==> config.mk <==
export PLATFORM = sky130hd
export DESIGN_NAME = cell_grid_ctrl
export DESIGN_NICKNAME = d
export VERILOG_FILES = /design/src/rtl/cell_grid_ctrl.sv
export SDC_FILE = /design/constraint.sdc
export NUM_CORES = 1
export LEC_CHECK = 0
export CAP_MARGIN = 20
export CELL_PAD_IN_SITES_DETAIL_PLACEMENT = 1
export CELL_PAD_IN_SITES_GLOBAL_PLACEMENT = 2
export CORE_ASPECT_RATIO = 0.7
export CORE_MARGIN = 2
export CORE_UTILIZATION = 26
export CTS_CLUSTER_SIZE = 28
export DETAILED_ROUTE_END_ITERATION = 10
export PLACE_DENSITY = 0.91
export SYNTH_ARGS = -nofsm -noshare
export SYNTH_HDL_FRONTEND = slang
export SYNTH_SLANG_ARGS = --single-unit
==> constraint.sdc <==
create_clock -name clk -period 4.1 [get_ports clk]
set_clock_uncertainty 0.2 [all_clocks]
set_input_delay 0.615 -clock clk [delete_from_list [all_inputs] [get_ports clk]]
set_output_delay 0.615 -clock clk [all_outputs]
set_load 0.1 [all_outputs]
==> src/rtl/cell_grid_ctrl.sv <==
// ----------------------------------------------------------------------------
// cell_grid_ctrl
//   Frame sequencer that sits after cell_histogram. The upstream line buffer
//   produces one 8-row window sum per pixel row. This block keeps only the
//   windows that line up with the cell grid (window row mod CELL_SIZE == 0) and
//   drops the others. Each kept histogram is tagged with its cell coordinates
//   and row/frame-last flags. One frame is processed per start pulse.
//
// Ports
//   clk            clock
//   rst            asynchronous reset, active-low
//   start          pulse; begins a frame when idle
//   h_valid        window histogram valid (from cell_histogram)
//   h_ready        window histogram ready (to cell_histogram)
//   h_histogram    window histogram
//   out_valid      registered output valid
//   out_ready      downstream ready
//   out_histogram  kept cell histogram
//   cell_x/cell_y  cell column / row of the current output
//   row_last       output is the last cell of its row
//   frame_last     output is the last cell of the frame
//   busy           a frame is in progress
//   done           one-cycle pulse at frame completion
// ----------------------------------------------------------------------------
module cell_grid_ctrl #(
    parameter  int IMAGE_WIDTH     = 640,
    parameter  int IMAGE_HEIGHT    = 480,
    parameter  int CELL_SIZE       = 8,
    parameter  int HISTOGRAM_WIDTH = 140,
    localparam int CX              = IMAGE_WIDTH / CELL_SIZE,
    localparam int CY              = IMAGE_HEIGHT / CELL_SIZE,
    localparam int XW              = (CX > 1) ? $clog2(CX) : 1,
    localparam int YW              = (CY > 1) ? $clog2(CY) : 1
) (
    input  logic                       clk,
    input  logic                       rst,
    input  logic                       start,
    input  logic                       h_valid,
    output logic                       h_ready,
    input  logic [HISTOGRAM_WIDTH-1:0] h_histogram,
    output logic                       out_valid,
    input  logic                       out_ready,
    output logic [HISTOGRAM_WIDTH-1:0] out_histogram,
    output logic [XW-1:0]              cell_x,
    output logic [YW-1:0]              cell_y,
    output logic                       row_last,
    output logic                       frame_last,
    output logic                       busy,
    output logic                       done
);

    localparam int WR = IMAGE_HEIGHT - CELL_SIZE + 1;
    localparam int RW = (WR > 1) ? $clog2(WR) : 1;
    localparam int PW = (CELL_SIZE > 1) ? $clog2(CELL_SIZE) : 1;

    localparam logic [XW-1:0] COL_LAST   = XW'(CX - 1);
    localparam logic [YW-1:0] CY_LAST    = YW'(CY - 1);
    localparam logic [RW-1:0] WROW_LAST  = RW'(WR - 1);
    localparam logic [PW-1:0] PHASE_LAST = PW'(CELL_SIZE - 1);

    typedef enum logic [1:0] {
        S_IDLE,
        S_RUN,
        S_DRAIN,
        S_DONE
    } state_t;

    state_t                     r_state;
    logic [XW-1:0]              r_col;
    logic [RW-1:0]              r_wrow;
    logic [PW-1:0]              r_phase;
    logic [YW-1:0]              r_cy;
    logic                       r_out_valid;
    logic [HISTOGRAM_WIDTH-1:0] r_out_hist;
    logic [XW-1:0]              r_cell_x;
    logic [YW-1:0]              r_cell_y;
    logic                       r_row_last;
    logic                       r_frame_last;

    logic w_keep;
    logic w_h_ready;
    logic w_accept;
    logic w_col_last;
    logic w_wrow_last;

    assign w_keep      = (r_phase == '0);
    assign w_col_last  = (r_col == COL_LAST);
    assign w_wrow_last = (r_wrow == WROW_LAST);
    // Dropped windows are consumed regardless of output back-pressure.
    assign w_h_ready   = (r_state == S_RUN) && (!w_keep || !r_out_valid || out_ready);
    assign w_accept    = h_valid && w_h_ready;

    always_ff @(posedge clk or negedge rst) begin
        if (!rst) begin
            r_state      <= S_IDLE;
            r_col        <= '0;
            r_wrow       <= '0;
            r_phase      <= '0;
            r_cy         <= '0;
            r_out_valid  <= 1'b0;
            r_out_hist   <= '0;
            r_cell_x     <= '0;
            r_cell_y     <= '0;
            r_row_last   <= 1'b0;
            r_frame_last <= 1'b0;
        end else begin
            case (r_state)
                S_IDLE: begin
                    if (start) begin
                        r_state <= S_RUN;
                        r_col   <= '0;
                        r_wrow  <= '0;
                        r_phase <= '0;
                        r_cy    <= '0;
                    end
                end
                S_RUN: begin
                    if (w_accept && w_col_last && w_wrow_last) begin
                        r_state <= S_DRAIN;
                    end
                end
                S_DRAIN: begin
                    if (!r_out_valid) begin
                        r_state <= S_DONE;
                    end
                end
                S_DONE: begin
                    r_state <= S_IDLE;
                end
                default: begin
                    r_state <= S_IDLE;
                end
            endcase

            // Position counters; cell row advances when the phase wraps.
            if (w_accept) begin
                if (w_col_last) begin
                    r_col  <= '0;
                    r_wrow <= w_wrow_last ? '0 : r_wrow + 1'b1;
                    if (r_phase == PHASE_LAST) begin
                        r_phase <= '0;
                        r_cy    <= r_cy + 1'b1;
                    end else begin
                        r_phase <= r_phase + 1'b1;
                    end
                end else begin
                    r_col <= r_col + 1'b1;
                end
            end

            // Output register: a new kept word may load in the same cycle
            // the previous one drains.
            if (w_accept && w_keep) begin
                r_out_valid  <= 1'b1;
                r_out_hist   <= h_histogram;
                r_cell_x     <= r_col;
                r_cell_y     <= r_cy;
                r_row_last   <= w_col_last;
                r_frame_last <= w_col_last && (r_cy == CY_LAST);
            end else if (r_out_valid && out_ready) begin
                r_out_valid <= 1'b0;
            end
        end
    end

    assign h_ready       = w_h_ready;
    assign out_valid     = r_out_valid;
    assign out_histogram = r_out_hist;
    assign cell_x        = r_cell_x;
    assign cell_y        = r_cell_y;
    assign row_last      = r_row_last;
    assign frame_last    = r_frame_last;
    assign busy          = (r_state != S_IDLE);
    assign done          = (r_state == S_DONE);

endmodule

==> results of run 1 <==
[power breakdown]
group,switching [mW],internal (mW),leakage (nW)
combinational,0.0744,0.135,2.87
sequential,0.0190,1.82,2.52
clock,0.780,0.874,0.272
[area by class of cell]
type / count / area [sq um] / share of cell area [%]
flip-flops and latches: 183 / 4580 / 40.0
repair buffers: 310 / 3140 / 27.4
multi-input cells: 590 / 2630 / 23.0
well taps: 371 / 464 / 4.06
clock buffers: 18 / 439 / 3.84
clock inverters: 14 / 141 / 1.24
inverters: 12 / 45.0 / 0.394
diodes: 2 / 5.00 / 0.0438
[critical path: cells and delay by family, from the launching register on]
| family | cells | cell delay (ns) |
|---|---|---|
| flops | 1 | 0.42 |
| fa+ha+maj | 1 | 0.21 |
| buf+inv | 3 | 1.34 |
[cells in the mapped netlist (2+ instances only)]
master	instances
nand2_1	476
dfrtp_1	183
buf_2	24
o21ai_0	24
ha_1	12
inv_1	12
nand3_1	12
clkbuf_1	10
nor2_1	10
and3_1	5
a21oi_1	4
nor3_1	4
a21o_1	3
mux2_2	3
nand3_2	3
a31oi_1	2
buf_4	2
mux2_4	2
mux2i_1	2
nand4_1	2
nor3b_1	2
nor4_1	2
o31ai_1	2
or3_1	2
xnor2_1	2
[metrics by stage]
step	instances	power (mW)	cell area, sq um	worst slack [ns]	hold slack (ns)
after floorplan	822	1.89	7420	1.45	0.119
after global placement	1466	2.08	10900	1.15	0.257
after detailed placement	1466	2.08	10900	1.06	0.261
after CTS	1498	3.77	11400	0.869	0.0624
after global routing	1500	3.86	11400	0.784	0.0589
final	1500	3.70	11400	0.891	0.0187
[routing by layer]
| layer | part of all wire [%] | vias to the layer above | global-route usage, % | wire (um) |
|---|---|---|---|---|
| met4 | 2.7 | 0 | 6.39 | 659 |
| met1 | 44 | 3246 | 21.5 | 10900 |
| li1 | - | 3146 | - | - |
| met5 | 0 | - | 0 | 0 |
| met3 | 10 | 29 | 7.43 | 2600 |
| met2 | 43 | 240 | 25.1 | 10700 |
[registers in the layout, summed over array words and instances (netlist names)]
register,cells
r_wrow,9
r_cy,6
r_state,2
frame_last,1
r_col,7
r_phase,3
out_histogram,140
cell_y,6
row_last,1
out_valid,1
cell_x,7
[cell families (layout without fill, tap and decap cells)]
family                     after synthesis  after routing
adders and majority gates               12             12
other                                    0              2
AOI/OAI and AO/OA                       42             42
and+or+nand+nor                        526            526
xor gates and xnor gates                 3              3
muxes                                    7              7
DFF                                    183            183
buffers and inverters                   49            354
[cells in the final DEF (no fill, tap or decap), drive strengths merged, types with 5 or more instances in the layout]
master / synthesis / layout
mux2: 5 / 5
and3: 7 / 7
clkinvlp: 0 / 5
clkdlybuf4s50: 0 / 301
o21ai: 24 / 24
buf: 27 / 8
nor2: 10 / 10
nand2: 476 / 476
ha: 12 / 12
dfrtp: 183 / 183
clkbuf: 10 / 19
nand3: 15 / 15
inv: 12 / 19
[path summary, 6_finish.rpt]
path | endpoint | from | slack, ns
setup reg to reg | r_wrow[5] | r_phase[0] | 1.46
min in group clk | out_histogram[122] | out_histogram[122] | 0.27
setup / recovery | busy | r_state[1] | 0.89
max in group asynchronous | out_histogram[81] | rst | 2.66
hold / removal | out_histogram[114] | rst | 0.02
hold reg to reg | out_histogram[122] | out_histogram[122] | 0.27
==> results.cfg, run 1 <==
[routing]
postRouteAntennaNets = 0
via_per_inst = 4.44
first_pass_iters = 4
first_iter_violations = 235
route.detailed.drc = 0
wl_per_cell_um = 16.6
num_vias = 6661
wl_um = 24800

[yosys]
synth_cell_type_count = 42
ys_ff_latch = 183
synth-adder-area-share_pct = 2.02
synth-simple-area-share_pct = 28.3
async_flop_share_pct = 100
synth_nets = 979
synth_compound_area_share_pct = 3.41
synth_top_area_share_pct = 61.7
synth_top_family_by_area = simple AND/OR/NAND/NOR gates
ys_seq_area_share_pct = 61.7
synth_area_per_cell_sq_um = 9.03
synth_ff_type = dfrtp_1
synth_mux_area_share_pct = 1.13
synth_top_cell_by_area = dfrtp_1
synth_xor_xnor_area_share_pct = 0.354
netlist_area_sq_um = 7420
syn_inst = 822
yosysWarnings = 0
synth_edf_count = 0
synth_top_cells_by_area = dfrtp_1 (62%), nand2_1 (24%), ha_1 (2.0%), buf_2 (1.6%), o21ai_0 (1.6%)

[clock_tree]
cts_max_level = 4
ctsHoldBuffers = 0
cts_tree = yes
cts_setup_buffers = 0
cts.sinks = 183
cts-root-buf = clkbuf_16
path_clk_slew_ns = 0.07
cts_buffers = 17
clock_latency_ns = 0.43
post_cts_resized = 0
clock_tree.buffer_depth = 2

[global_routing]
antenna_found_initial = 2
grt_usage_pct = 16.8
grt-ovfl-total = 0
grt_pass1_vias = 7046
grt_pass1_wl_um = 39200
grt_max_degree = 98

[final_layout]
fin_util_pct = 40.9
syn2layout_area_growth_pct = 54.1
nFillCells = 3242
drive_gt1_share_pct = 4.88
layout.nets = 1271

[critical_path]
critPathLaunchType = flip-flop
crit_top_cell = inv_1
worst-setup-path-type = reg2out
slowest_delay_ns = 1.14
worstPathArrival_ns = 2.39
r2r_cells = 8
cp.required_ns = 3.28
cp_max_fo = 4
slowest_stage = clkdlybuf4s50_1
cp_cell_sequence = inv_1, ha_1, inv_1, clkdlybuf4s50_1
end_kind = primary output

[sta]
period_needed_ns = 3.21
hold_viol = 0
slew_viol_final = 0
setup_viol = 0
max_slew.worst_pin.slew_ns = 1.07
fmax_mhz = 312
setup_tns_ns = 0
relSlewSlack_pct = 28.4
rsz0062_at_grt = false
min_period_over_period_pct = 78.3

[place]
io_buffers = 303
gp_congestion = 0.768
dp_hpwl_um = 17700

[power_and_ir_drop]
p_leak_nw = 5.66
ir_worst_vdd_uv = 261
power_density_nw_per_um2 = 323

[die]
dieArea_sq_um = 29900
placementRows = 51
ios = 304
die_w_um = 206
start_util_pct = 26.6
die_h_um = 145
core_area_sq_um = 27900

[hold_path]
hold_class = in2async

[flow_run]
maxCapViolCount = 0

[run_status]
status = complete, no violations
(Power assumes the default switching activity.)
==> run 2: changes to the inputs <==
--- a/config.mk
+++ b/config.mk
@@ -10,10 +10,10 @@
 export CELL_PAD_IN_SITES_GLOBAL_PLACEMENT = 2
 export CORE_ASPECT_RATIO = 0.7
 export CORE_MARGIN = 2
-export CORE_UTILIZATION = 26
+export CORE_UTILIZATION = 24
 export CTS_CLUSTER_SIZE = 28
 export DETAILED_ROUTE_END_ITERATION = 10
-export PLACE_DENSITY = 0.91
+export PLACE_DENSITY = 0.86
 export SYNTH_ARGS = -nofsm -noshare
 export SYNTH_HDL_FRONTEND = slang
 export SYNTH_SLANG_ARGS = --single-unit
==> constraint.sdc (replaced) <==
create_clock -name clk -period 3.3 [get_ports clk]
set_clock_uncertainty 0.2 [all_clocks]
set_input_delay 0.495 -clock clk [delete_from_list [all_inputs] [get_ports clk]]
set_output_delay 0.495 -clock clk [all_outputs]
set_load 0.1 [all_outputs]
==> results.cfg, run 2 (synthesized netlist as in run 1, its figures left out) <==
[global_routing]
met2_usage_pct = 24.6
grt_max_degree = 74
antenna_found_initial = 0
grt_pass1_vias = 7152
grt_pass1_wl_um = 39200
grt_use_met3_pct = 7.45
grt_usage_pct = 15.5
top_usage_layer = met2
gr-usage-met1_pct = 19.0
grt-ovfl-total = 0

[flow_run]
maxCapViolCount = 0

[routing]
postRouteAntennaNets = 0
first_iter_violations = 301
wl_per_cell_um = 16.1
route.detailed.drc = 0
first_pass_iters = 4
wl_um = 24900
num_vias = 6606
via_per_inst = 4.27

[critical_path]
critPathLaunchType = flip-flop
r2r_end = frame_last
worst-setup-path-type = reg2reg
ff2ff_setup_slack_ns = 0.74
cp_max_fo = 66
r2r-start = r_phase[0]
r2r_cells = 8
end_kind = flip-flop
cp.required_ns = 3.43
worstPathArrival_ns = 2.68

[clock_tree]
clock_tree.buffer_depth = 2
cts_buffers = 17
clock_latency_ns = 0.45
cts_max_level = 4
cts-root-buf = clkbuf_16
cts.sinks = 183
cts_tree = yes
path_clk_slew_ns = 0.07

[sta]
finalWorstSetupSlack_ns = 0.743
min_period_over_period_pct = 77.5
slew_viol_final = 0
fmax_mhz = 391
setup_viol = 0
period_needed_ns = 2.56
setup_tns_ns = 0
rsz0062_at_grt = false
max_slew.worst_pin.slew_ns = 0.648
hold_viol = 0
relSlewSlack_pct = 56.8

[final_layout]
fin_cells = 1548
mostFrequentLayoutCells = nand2_1 (476), dfrtp_1 (183), buf_4 (167)
layout.nets = 1280
drive_gt1_share_pct = 19.5
final_common_cell = nand2_1
syn2layout_area_growth_pct = 51.7
fin_util_pct = 37.2
nFillCells = 3572
largest_reg_flops = 140
antenna_cells = 0

[die]
die_w_um = 214
dieArea_sq_um = 32400
placementRows = 53
start_util_pct = 24.5
core_area_sq_um = 30200
die_h_um = 151
ios = 304

[power_and_ir_drop]
ir_worst_vdd_uv = 184
power_density_nw_per_um2 = 427
p_leak_nw = 6.09

[place]
gp_congestion = 0.760
dp_cells = 1515
io_buffers = 303
dp_hpwl_um = 18200
dp_slack_ns = 0.401

[run_status]
status = complete, no violations

[hold_path]
hold_path.startpoint = cell_y[0]
worstHoldPathCells = 2
min_to = cell_y[0]
hold_class = reg2reg
==> run 2: worst max-delay path, stage by stage (launching register included) <==
cell,delay (ns)
dfrtp_1,0.38
inv_1,0.07
ha_1,0.26
nand4bb_1,0.17
and3_1,0.47
nand3b_4,0.36
buf_12,0.31
nand2_1,0.11
o41ai_1,0.07
==> run 2: timing repair <==
action / in CTS / in global routing
hold buffers: 1 / 0
resized for setup: 0 / 0
buffers inserted: 0 / 0
endpoints found under the hold margin: 68 / 0
==> run 2: routing by layer <==
layer | wire length [um] | share of wire [%]
met5 | 0 | 0
met4 | 311 | 1.3
met3 | 2390 | 9.6
met2 | 11200 | 45
met1 | 10900 | 44
==> run 2: how the worst max path moves through the flow <==
stage / from / end / slack [ns]
2_1_floorplan: out_valid / r_cy[4] / 0.74
3_3_place_gp: out_ready / frame_last / 0.50
3_5_place_dp: out_ready / frame_last / 0.40
4_1_cts: r_phase[0] / frame_last / 0.73
5_1_grt: r_phase[0] / cell_y[4] / 0.47
6_report: r_phase[0] / frame_last / 0.74
==> run 2: power breakdown <==
part | internal [mW] | switching (mW) | total (mW) | leakage (nW)
registers | 2.26 | 0.0217 | 2.28 | 2.52
clock network | 1.32 | 0.947 | 2.27 | 0.319
logic | 0.171 | 0.0929 | 0.264 | 3.25
total | 3.75 | 1.06 | 4.81 | 6.09
==> run 2: final cells by class <==
cell class	count	area, sq um	area share (%)
sequential	183	4580	40.7
timing repair buffer	319	2850	25.3
multi-input combinational	590	2630	23.3
tap	412	515	4.58
clock buffer	19	453	4.02
clock inverter	13	188	1.67
inverter	12	45.0	0.400
==> run 2: per-stage QoR <==
step / total power [mW] / instance area, sq um / hold WS [ns]
after floorplan: 2.34 / 7420 / -0.000591
after global placement: 2.59 / 10600 / 0.258
after detailed placement: 2.59 / 10600 / 0.264
after CTS: 4.91 / 11300 / 0.282
after global routing: 4.99 / 11300 / 0.297
final: 4.81 / 11300 / 0.277
==> run 3: changes to the inputs <==
--- a/config.mk
+++ b/config.mk
@@ -10,10 +10,10 @@
 export CELL_PAD_IN_SITES_GLOBAL_PLACEMENT = 2
 export CORE_ASPECT_RATIO = 0.7
 export CORE_MARGIN = 2
-export CORE_UTILIZATION = 24
+export CORE_UTILIZATION = 22
 export CTS_CLUSTER_SIZE = 28
 export DETAILED_ROUTE_END_ITERATION = 10
-export PLACE_DENSITY = 0.86
+export PLACE_DENSITY = 0.83
 export SYNTH_ARGS = -nofsm -noshare
 export SYNTH_HDL_FRONTEND = slang
 export SYNTH_SLANG_ARGS = --single-unit
==> constraint.sdc (replaced) <==
create_clock -name clk -period 2.3 [get_ports clk]
set_clock_uncertainty 0.2 [all_clocks]
set_input_delay 0.345 -clock clk [delete_from_list [all_inputs] [get_ports clk]]
set_output_delay 0.345 -clock clk [all_outputs]
set_load 0.1 [all_outputs]
==> results.cfg, run 3 (synthesized netlist as in run 1, its figures left out) <==
[global_routing]
grt_pass1_wl_um = 39200
grt-ovfl-total = 0
antenna_found_initial = 0
grt_usage_pct = 14.5
grt_max_degree = 56
grt_pass1_vias = 6928

[final_layout]
nFillCells = 3877
drive_gt1_share_pct = 21.5
mostFrequentLayoutCells = nand2_1 (476), buf_4 (186), dfrtp_1 (182)
antenna_cells = 0
fin_cells = 1595
syn2layout_area_growth_pct = 54.9
layout.nets = 1306
final_common_cell = nand2_1
largest_reg_flops = 140

[clock_tree]
clock_tree.buffer_depth = 2
cts-root-buf = clkbuf_16
cts_buffers = 17
cts_tree = yes
clock_latency_ns = 0.44
cts.sinks = 183
path_clk_slew_ns = 0.07
cts_max_level = 4

[routing]
route.detailed.drc = 0
first_iter_violations = 360
first_pass_iters = 4
wl_per_cell_um = 16.0
via_per_inst = 4.21
postRouteAntennaNets = 0
num_vias = 6719
wl_um = 25400

[place]
dp_hpwl_um = 18900
dp_cells = 1560
io_buffers = 303
dp_slack_ns = -0.0559
gp_congestion = 0.757

[critical_path]
ff2ff_setup_slack_ns = 0.07
worst-setup-path-type = reg2reg
cp_max_fo = 5
critPathLaunchType = flip-flop
r2r-start = r_col[1]
cp.required_ns = 2.42
end_kind = flip-flop
critical_path.startpoint = r_col[1]
worstPathArrival_ns = 2.36

[power_and_ir_drop]
netSwitchingFraction_pct = 22.9
p_switching_mw = 1.50
power_density_nw_per_um2 = 568
power_frac_seq_pct = 50.0
finalPower_mw = 6.53
p_leak_nw = 6.19
comb_power_share_pct = 6.1
intPower_mw = 5.03
ir_worst_vdd_uv = 341
pwr-share-clk_pct = 43.9

[die]
core_area_sq_um = 33400
dieArea_sq_um = 35200
start_util_pct = 22.3
die_w_um = 224
ios = 304
die_h_um = 158
placementRows = 56

[sta]
min_period_over_period_pct = 97.1
finalWorstSetupSlack_ns = 0.0668
slew_viol_final = 0
max_slew.worst_pin.slew_ns = 0.524
hold_viol = 0
period_needed_ns = 2.23
relSlewSlack_pct = 65.1
fmax_mhz = 448
setup_viol = 0

[run_status]
status = complete, no violations

[hold_path]
hold_class = in2reg
hold_path.startpoint = h_histogram[112]

[flow_run]
maxCapViolCount = 0
-- run 3: final timing paths --
kind,depth (start not counted),to
hold reg to reg,2,out_histogram[124]
min in group asynchronous,2,out_histogram[119]
hold / removal,3,out_histogram[112]
setup / recovery,6,r_state[1]
max in group asynchronous,3,out_histogram[13]
setup reg to reg,6,r_state[1]
-- run 3: what timing repair did --
| item | in CTS | in global routing |
|---|---|---|
| gates resized for setup | 4 | 0 |
| buffers inserted | 1 | 3 |
| pin swaps | 0 | 1 |
| hold buffers | 1 | 0 |
| hold endpoints to repair | 50 | 0 |
| endpoints found under the setup margin | 1 | 1 |
| gates cloned | 0 | 0 |
-- run 3: stage by stage --
step / TNS [ns] / instance area, sq um / util, % / hold slack, ns
6_report: 0 / 11500 / 34.5 / 0.227
5_1_grt: -0.00811 / 11500 / 34.5 / 0.211
4_1_cts: 0 / 11500 / 34.4 / 0.193
3_5_place_dp: -0.630 / 10900 / 32.6 / 0.180
3_3_place_gp: -0.0319 / 10900 / 32.6 / 0.175
2_1_floorplan: 0 / 7420 / - / -0.151
-- run 3: power groups by stage --
stage                     combinational [mW]  clock, mW  sequential, mW
after floorplan                       0.0422          0            3.32
after global placement                 0.403          0            3.32
after detailed placement               0.403          0            3.33
after CTS                              0.407       2.98            3.26
after global routing                   0.438       3.11            3.27
final                                  0.398       2.87            3.26
-- run 3: worst max-delay path: stages (launching register included) --
cell and delay (ns):
dfrtp_1 0.41, ha_1 0.25, and3_2 0.25, and3_4 0.24, nand3_1 0.11, a221o_1 0.35, mux2_4 0.32
-- run 3: final cells by class --
type                    instances  area [sq um]  share of cell area [%]
flip-flops and latches        183          4580                    39.8
multi-input cells             590          2640                    23.0
clock inverters                11           100                   0.871
clock buffers                  19           453                    3.94
repair buffers                345          3130                    27.2
well taps                     435           544                    4.73
inverters                      12          45.0                   0.392
-- run 3: per-layer routing --
metal,vias to the layer above,track usage (%),share of wire [%]
li1,3223,-,-
met5,-,0,0
met3,19,5.94,8.1
met4,0,4.54,1.3
met2,205,22.3,45
met1,3272,18.6,46
